==> src/rtl/jpeg_axi_pkg.sv <==
// Shared register map, control/status bit positions and FSM state type for the
// JPEG colour-space-conversion AXI-Lite front-end.
package jpeg_axi_pkg;

  // Word indices (byte address bits [3:2])
  localparam logic [1:0] RegCtrl   = 2'd0;
  localparam logic [1:0] RegStatus = 2'd1;
  localparam logic [1:0] RegPixIn  = 2'd2;
  localparam logic [1:0] RegResOut = 2'd3;

  localparam int unsigned CtrlStart   = 0;
  localparam int unsigned CtrlIrqEn   = 1;
  localparam int unsigned CtrlSoftRst = 2;

  localparam int unsigned StatBusy  = 0;
  localparam int unsigned StatDone  = 1;
  localparam int unsigned StatError = 2;

  typedef enum logic [1:0] {
    StIdle,
    StStream,
    StDrain,
    StDone
  } state_e;

endpackage

==> src/rtl/jpeg_pix_buf.sv <==
// Depth x width register array with one synchronous write port and one
// asynchronous read port; holds either input pixels or conversion results.
module jpeg_pix_buf #(
  parameter int unsigned DEPTH = 64,
  parameter int unsigned WIDTH = 24,
  parameter int unsigned AW    = 6
) (
  input  logic             clk,
  input  logic             rst_n,
  input  logic             we,
  input  logic [AW-1:0]    waddr,
  input  logic [WIDTH-1:0] wdata,
  input  logic [AW-1:0]    raddr,
  output logic [WIDTH-1:0] rdata
);

  logic [WIDTH-1:0] mem [DEPTH];

  always_ff @(posedge clk or negedge rst_n) begin
    if (!rst_n) begin
      for (int i = 0; i < DEPTH; i++) mem[i] <= '0;
    end else if (we) begin
      mem[waddr] <= wdata;
    end
  end

  assign rdata = mem[raddr];

endmodule

==> src/rtl/jpeg_csc_axi_ctrl.sv <==
// AXI4-Lite front-end owning one block of pixels for a CSC core: software fills the
// input buffer, starts the job, and pops converted results after DONE/IRQ.
module jpeg_csc_axi_ctrl
  import jpeg_axi_pkg::*;
#(
  parameter int unsigned C_S00_AXI_DATA_WIDTH = 32,
  parameter int unsigned C_S00_AXI_ADDR_WIDTH = 4,
  parameter int unsigned INPUT_WIDTH          = 8,
  parameter int unsigned OUTPUT_WIDTH         = 8,
  parameter int unsigned PIXEL_COUNT          = 64,
  parameter int unsigned CNT_W                = $clog2(PIXEL_COUNT + 1)
) (
  input  logic                                s00_axi_aclk,
  input  logic                                s00_axi_aresetn,
  input  logic [C_S00_AXI_ADDR_WIDTH-1:0]     s00_axi_awaddr,
  input  logic [2:0]                          s00_axi_awprot,
  input  logic                                s00_axi_awvalid,
  output logic                                s00_axi_awready,
  input  logic [C_S00_AXI_DATA_WIDTH-1:0]     s00_axi_wdata,
  input  logic [C_S00_AXI_DATA_WIDTH/8-1:0]   s00_axi_wstrb,
  input  logic                                s00_axi_wvalid,
  output logic                                s00_axi_wready,
  output logic [1:0]                          s00_axi_bresp,
  output logic                                s00_axi_bvalid,
  input  logic                                s00_axi_bready,
  input  logic [C_S00_AXI_ADDR_WIDTH-1:0]     s00_axi_araddr,
  input  logic [2:0]                          s00_axi_arprot,
  input  logic                                s00_axi_arvalid,
  output logic                                s00_axi_arready,
  output logic [C_S00_AXI_DATA_WIDTH-1:0]     s00_axi_rdata,
  output logic [1:0]                          s00_axi_rresp,
  output logic                                s00_axi_rvalid,
  input  logic                                s00_axi_rready,
  output logic                                pix_valid,
  input  logic                                pix_ready,
  output logic [3*INPUT_WIDTH-1:0]            pix_data,
  input  logic                                res_valid,
  input  logic [3*OUTPUT_WIDTH-1:0]           res_data,
  output logic                                res_ready,
  output logic                                core_srst,
  output logic                                jpeg_irq
);

  localparam int unsigned DW     = C_S00_AXI_DATA_WIDTH;
  localparam int unsigned PW     = 3 * INPUT_WIDTH;
  localparam int unsigned RW     = 3 * OUTPUT_WIDTH;
  localparam int unsigned BUF_AW = (PIXEL_COUNT > 1) ? $clog2(PIXEL_COUNT) : 1;
  localparam logic [CNT_W-1:0] CntOne  = CNT_W'(1);
  localparam logic [CNT_W-1:0] CntFull = CNT_W'(PIXEL_COUNT);
  localparam logic [CNT_W-1:0] CntLast = CNT_W'(PIXEL_COUNT - 1);

  state_e state_q;
  logic awready_q, wready_q, bvalid_q, arready_q, rvalid_q;
  logic [DW-1:0] rdata_q, rd_mux;
  logic pix_valid_q, res_ready_q, core_srst_q, irq_q, irq_en_q, done_q, error_q;
  logic [CNT_W-1:0] in_cnt_q, res_cnt_q, send_ptr_q, rd_ptr_q;
  logic [RW-1:0] res_rd;

  logic wr_en, wr_do, rd_en, busy, pix_fire, res_fire;
  logic ctrl_wr, stat_wr, start_req, srst_req, push_req, pop_req;
  logic start_ok, push_ok, pop_ok, err_set;
  logic [1:0] wr_idx, rd_idx;

  assign wr_en    = awready_q & s00_axi_awvalid & wready_q & s00_axi_wvalid;
  assign wr_do    = wr_en & (|s00_axi_wstrb);
  assign rd_en    = arready_q & s00_axi_arvalid;
  assign wr_idx   = s00_axi_awaddr[3:2];
  assign rd_idx   = s00_axi_araddr[3:2];
  assign busy     = (state_q == StStream) || (state_q == StDrain);
  assign pix_fire = pix_valid_q & pix_ready;
  assign res_fire = res_ready_q & res_valid;

  assign ctrl_wr   = wr_do && (wr_idx == RegCtrl);
  assign stat_wr   = wr_do && (wr_idx == RegStatus);
  assign start_req = ctrl_wr & s00_axi_wdata[CtrlStart];
  assign srst_req  = ctrl_wr & s00_axi_wdata[CtrlSoftRst];
  assign push_req  = wr_do && (wr_idx == RegPixIn);
  assign pop_req   = rd_en && (rd_idx == RegResOut);
  assign start_ok  = start_req & ~busy & (in_cnt_q == CntFull);
  assign push_ok   = push_req & ~busy & (in_cnt_q != CntFull);
  assign pop_ok    = pop_req & ~busy & (rd_ptr_q != res_cnt_q);
  assign err_set   = (start_req & ~start_ok) | (push_req & ~push_ok) | (pop_req & ~pop_ok);

  jpeg_pix_buf #(.DEPTH(PIXEL_COUNT), .WIDTH(PW), .AW(BUF_AW)) u_in_buf (
    .clk   (s00_axi_aclk),
    .rst_n (s00_axi_aresetn),
    .we    (push_ok & ~srst_req),
    .waddr (in_cnt_q[BUF_AW-1:0]),
    .wdata (s00_axi_wdata[PW-1:0]),
    .raddr (send_ptr_q[BUF_AW-1:0]),
    .rdata (pix_data)
  );

  jpeg_pix_buf #(.DEPTH(PIXEL_COUNT), .WIDTH(RW), .AW(BUF_AW)) u_res_buf (
    .clk   (s00_axi_aclk),
    .rst_n (s00_axi_aresetn),
    .we    (res_fire),
    .waddr (res_cnt_q[BUF_AW-1:0]),
    .wdata (res_data),
    .raddr (rd_ptr_q[BUF_AW-1:0]),
    .rdata (res_rd)
  );

  always_comb begin
    rd_mux = '0;
    case (rd_idx)
      RegCtrl:   rd_mux[CtrlIrqEn] = irq_en_q;
      RegStatus: begin
        rd_mux[StatBusy]  = busy;
        rd_mux[StatDone]  = done_q;
        rd_mux[StatError] = error_q;
        rd_mux[15:8]      = 8'(in_cnt_q);
        rd_mux[23:16]     = 8'(res_cnt_q);
      end
      RegResOut: if (pop_ok) rd_mux[RW-1:0] = res_rd;
      default:   ;
    endcase
  end

  always_ff @(posedge s00_axi_aclk or negedge s00_axi_aresetn) begin
    if (!s00_axi_aresetn) begin
      awready_q <= 1'b0;
      wready_q  <= 1'b0;
      bvalid_q  <= 1'b0;
      arready_q <= 1'b0;
      rvalid_q  <= 1'b0;
      rdata_q   <= '0;
    end else begin
      awready_q <= ~awready_q & s00_axi_awvalid & s00_axi_wvalid & ~bvalid_q;
      wready_q  <= ~awready_q & s00_axi_awvalid & s00_axi_wvalid & ~bvalid_q;
      if (wr_en) bvalid_q <= 1'b1;
      else if (s00_axi_bready) bvalid_q <= 1'b0;
      arready_q <= ~arready_q & s00_axi_arvalid & ~rvalid_q;
      if (rd_en) begin
        rvalid_q <= 1'b1;
        rdata_q  <= rd_mux;
      end else if (s00_axi_rready) begin
        rvalid_q <= 1'b0;
      end
    end
  end

  always_ff @(posedge s00_axi_aclk or negedge s00_axi_aresetn) begin
    if (!s00_axi_aresetn) begin
      state_q     <= StIdle;
      pix_valid_q <= 1'b0;
      res_ready_q <= 1'b0;
      core_srst_q <= 1'b0;
      irq_q       <= 1'b0;
      irq_en_q    <= 1'b0;
      done_q      <= 1'b0;
      error_q     <= 1'b0;
      in_cnt_q    <= '0;
      res_cnt_q   <= '0;
      send_ptr_q  <= '0;
      rd_ptr_q    <= '0;
    end else begin
      core_srst_q <= srst_req;
      irq_q       <= done_q & irq_en_q;
      if (ctrl_wr) irq_en_q <= s00_axi_wdata[CtrlIrqEn];
      if (srst_req) begin
        state_q     <= StIdle;
        pix_valid_q <= 1'b0;
        res_ready_q <= 1'b0;
        done_q      <= 1'b0;
        error_q     <= 1'b0;
        in_cnt_q    <= '0;
        res_cnt_q   <= '0;
        send_ptr_q  <= '0;
        rd_ptr_q    <= '0;
      end else begin
        // A new error outranks a simultaneous W1C from the write channel
        if (err_set) error_q <= 1'b1;
        else if (stat_wr && s00_axi_wdata[StatError]) error_q <= 1'b0;
        if (stat_wr && s00_axi_wdata[StatDone]) done_q <= 1'b0;
        if (push_ok) in_cnt_q <= in_cnt_q + CntOne;
        if (pop_ok) rd_ptr_q <= rd_ptr_q + CntOne;
        unique case (state_q)
          StIdle: begin
            if (start_ok) begin
              state_q     <= StStream;
              pix_valid_q <= 1'b1;
              res_ready_q <= 1'b1;
              done_q      <= 1'b0;
              res_cnt_q   <= '0;
              send_ptr_q  <= '0;
              rd_ptr_q    <= '0;
            end
          end
          StStream, StDrain: begin
            if (pix_fire) send_ptr_q <= send_ptr_q + CntOne;
            if (res_fire) res_cnt_q <= res_cnt_q + CntOne;
            if (res_fire && (res_cnt_q == CntLast)) begin
              state_q     <= StDone;
              pix_valid_q <= 1'b0;
              res_ready_q <= 1'b0;
              done_q      <= 1'b1;
              in_cnt_q    <= '0;
            end else if (pix_fire && (send_ptr_q == CntLast)) begin
              state_q     <= StDrain;
              pix_valid_q <= 1'b0;
            end
          end
          StDone:  state_q <= StIdle;
          default: state_q <= StIdle;
        endcase
      end
    end
  end

  logic unused;
  assign unused = ^{s00_axi_awprot, s00_axi_arprot, s00_axi_awaddr, s00_axi_araddr,
                    s00_axi_wdata};

  assign s00_axi_awready = awready_q;
  assign s00_axi_wready  = wready_q;
  assign s00_axi_bvalid  = bvalid_q;
  assign s00_axi_bresp   = 2'b00;
  assign s00_axi_arready = arready_q;
  assign s00_axi_rvalid  = rvalid_q;
  assign s00_axi_rdata   = rdata_q;
  assign s00_axi_rresp   = 2'b00;
  assign pix_valid       = pix_valid_q;
  assign res_ready       = res_ready_q;
  assign core_srst       = core_srst_q;
  assign jpeg_irq        = irq_q;

endmodule

==> config.mk <==
export PLATFORM = sky130hd
export DESIGN_NAME = jpeg_csc_axi_ctrl
export DESIGN_NICKNAME = d
export VERILOG_FILES = /design/src/rtl/jpeg_axi_pkg.sv /design/src/rtl/jpeg_pix_buf.sv /design/src/rtl/jpeg_csc_axi_ctrl.sv
export SDC_FILE = /design/constraint.sdc
export NUM_CORES = 2
export LEC_CHECK = 0
export BUFFER_PORTS_ARGS = -buffer_cell sky130_fd_sc_hd__buf_2
export CAP_MARGIN = 20
export CORE_ASPECT_RATIO = 2
export CORE_MARGIN = 1
export CORE_UTILIZATION = 60
export DETAILED_ROUTE_END_ITERATION = 8
export PLACE_DENSITY = 0.84
export REMOVE_ABC_BUFFERS = 1
export SLEW_MARGIN = 20
export SYNTH_ARGS = -nofsm -noshare
export SYNTH_HDL_FRONTEND = slang
export SYNTH_SLANG_ARGS = --single-unit
==> constraint.sdc <==
create_clock -name s00_axi_aclk -period 3.9 [get_ports s00_axi_aclk]
set_input_delay 0.975 -clock s00_axi_aclk [delete_from_list [all_inputs] [get_ports s00_axi_aclk]]
set_output_delay 0.975 -clock s00_axi_aclk [all_outputs]
set_load 0.05 [all_outputs]
==> impl_metrics.yaml <==
status:
  outcome: "finished, violations left"
  violations: "setup timing"
timing:
  tightest_slew_ns: 1.14
  fmax_ghz: 0.214
  finalSetupViolCount: 24
  worst_clock_skew_ns: 0.0391
  hold_viol: 0
  maxSlewHeadroom: 0.241
  layout_setup_ws_ns: -0.767
  maxSlewViolCount: 0
  rsz0062_at_grt: "true"
  period_needed_ns: 4.67
  min_period_over_period: 1.20
synth:
  yosys-top-cells-count: "dfrtp_1, mux2_2, mux4_2, clkbuf_1, buf_2"
  async_flop_share: 1.00
  yosysMostFrequentCell: "dfrtp_1"
  netlist_instances: 8756
  synthTopCellsByArea: "dfrtp_1, mux2_2, mux4_2"
  synth-main-ff-cell: "dfrtp_1"
  synth-edff-count: 0
  yosysWarnings: 0
  netlist_area_sq_um: 142000
  synth_area_leader_cell: "dfrtp_1"
  avgSynthCellArea_sq_um: 16.3
  ys_seq_area_frac: 0.552
  synth_top_area_frac: 0.552
  ys_types: 66
  synth-seq-cells: 3137
clock_network:
  h-tree-depth: 5
  clock_sinks: 3137
  clockRootBuffer: "clkbuf_16"
  cts_tree: "built"
  insertion_delay_ns: 0.87
  cts_buffers: 278
  clkTransAtPathRegs_ns: 0.07
  cts_buffer_depth: 4
setup_path:
  start_kind: "flip-flop"
  critical_path.top_delay_family: "multiplexers"
  cpPeakStageDelay_ns: 0.60
  worstPathCellList: "buf_12, buf_12, buf_16, buf_4, mux4_2, mux4_2, a22oi_1, nand2_4, buf_8"
  crit_fanout: 8
  critPathKind: "flip-flop to output pin"
  slowest_stage: "mux4_2"
  worst_ep_required_time_ns: 2.92
  crit_buf_inv: 5
  reg2reg_slack_ns: 0.56
  crit_arrival_ns: 3.69
  end_kind: "output pin"
place:
  dp_hpwl_mm: 249
  placed_cells: 11498
  io_buffers: 121
  gp_congestion: 0.953
finish:
  syn_to_final_growth_pct: 11.3
  final_core_utilization: 0.673
  nNetsFinal: 8846
  drive_gt1_frac: 0.577
  layout.cells.non_filler: 12019
job:
  timing.max_cap.violations: 0
route:
  route.detailed.drc: 0
  drtIter0Drc: 6120
  ant_nets: 0
  first_pass_iters: 8
  viasPerCell: 6.75
  via_count: 81127
  routedWlPerCell_microns: 32.4
  drt_wl_total_mm: 389
power:
  powerDensity_nw_per_um2: 431
  ir_worst_vdd_v: 0.000499
  power_frac_seq: 0.484
  pwr-share-comb: 0.107
  cellLeakagePower_nw: 76.4
  power_frac_clock: 0.410
  p_int_mw: 51.1
  swShare: 0.252
  power.switching_mw: 17.2
global_routing:
  antenna_found_initial: 14
  grtUsageTotal: 0.331
  grt-ovfl-total: 0
  grt_pass1_vias: 90610
  grt_max_degree: 196
  grt_pass1_wl_mm: 585
floorplanning:
  initial_core_util: 0.604
  die_width_microns: 346
  die_y_microns: 691
  coreArea_sq_um: 236000
  ios: 152
  dieArea_sq_um: 239000
  fp-row-count: 252
min_path:
  holdCritPathClass: "primary input to flip-flop"
area by class of cell:
type / instances / area [sq um]
antenna: 10 / 25.0
clock buffer: 399 / 8290
clock inverter: 86 / 890
fill: 15028 / 77100
inverter: 13 / 48.8
multi-input combinational: 4720 / 60300
sequential: 3137 / 78500
tap: 3048 / 3810
timing repair buffer: 606 / 6530
power by group through the flow:
stage | clock, mW | sequential [mW] | combinational [mW]
after floorplan | 0 | 34.2 | 1.95
after global placement | 0 | 33.7 | 7.15
after detailed placement | 0 | 33.7 | 7.29
after CTS | 28.3 | 33.0 | 7.34
after global routing | 29.5 | 33.0 | 7.72
final | 28.0 | 33.0 | 7.28
placed cells by master, fill, tap and decap left out, types with 14 or more instances in the layout:
cell type / instances
a211o_1: 16
a21oi_1: 23
a22o_1: 16
a22oi_1: 59
a22oi_2: 26
a31oi_1: 19
buf_12: 136
buf_2: 81
buf_4: 332
buf_6: 28
buf_8: 14
clkbuf_1: 43
clkbuf_16: 290
clkbuf_8: 69
clkinv_2: 48
dfrtp_1: 3128
mux2_1: 34
mux2_2: 3039
mux2i_1: 50
mux4_2: 910
nand2_1: 117
nand2_2: 26
nand3_1: 39
nor2_1: 36
nor2_2: 57
nor2_4: 16
o21ai_0: 19
o22a_1: 17
xnor2_1: 17
stage by stage:
step	hold slack [ns]	setup WS (ns)	TNS [ns]	power, mW	area, sq um
after global routing	0.312	-0.780	-18.01	70.3	158000
after CTS	0.255	-0.755	-17.45	68.7	158000
final	0.294	-0.767	-17.09	68.3	158000
after global placement	0.440	-0.0395	-0.0395	40.8	148000
after detailed placement	0.456	-0.0332	-0.0332	40.9	148000
after floorplan	0.453	-13.27	-840.78	36.1	138000
worst paths after layout:
kind	depth (start not counted)	startpoint	end
max	9	send_ptr_q[0]	pix_data[0]
max in group asynchronous	5	s00_axi_aresetn	u_in_buf.mem[1475]
min reg2reg	1	s00_axi_bvalid	s00_axi_wready
min in group asynchronous	2	s00_axi_aresetn	u_in_buf.mem[172]
max reg2reg	4	rd_ptr_q[3]	s00_axi_rdata[16]
min	2	s00_axi_rready	s00_axi_rvalid
what timing repair did:
action                                  in CTS  in global routing
endpoints found under the hold margin        5                  0
pin swaps                                   26                 14
buffers inserted                            15                  1
hold buffers                                 1                  0
gates cloned                                 5                  3
gates resized for setup                    133                 20
endpoints found under the setup margin      24                 24
kinds of logic (layout without fill, tap and decap cells):
group	after synthesis	after routing	share of synthesized area
buffers and inverters	910	1104	0.0285
multiplexers	4033	4033	0.391
other	1	22	0.0000263
flip-flops	3137	3137	0.552
AND/OR/NAND/NOR	403	403	0.0149
XOR/XNOR	22	22	0.00135
adder cells (fa/ha/maj)	7	7	0.000615
AO/OA/AOI/OAI	243	243	0.0124
state kept, by name, summed over array words and instances, names as in the netlist, 2 cells and up:
| signal | cells |
|---|---|
| in_cnt_q | 7 |
| state_q | 2 |
| s00_axi_rdata | 24 |
| send_ptr_q | 7 |
| u_res_buf.mem | 1536 |
| res_cnt_q | 7 |
| u_in_buf.mem | 1536 |
| rd_ptr_q | 7 |
per-layer routing:
metal / GRT usage / vias to the layer above / routed length [microns]
met2: 0.562 / 3163 / 199000
met3: 0.0518 / 1281 / 21800
met4: 0.295 / 4 / 41300
met1: 0.359 / 44170 / 127000
li1: - / 32509 / -
met5: 0 / - / 25
Note: power is estimated with default switching activity, not from simulation.
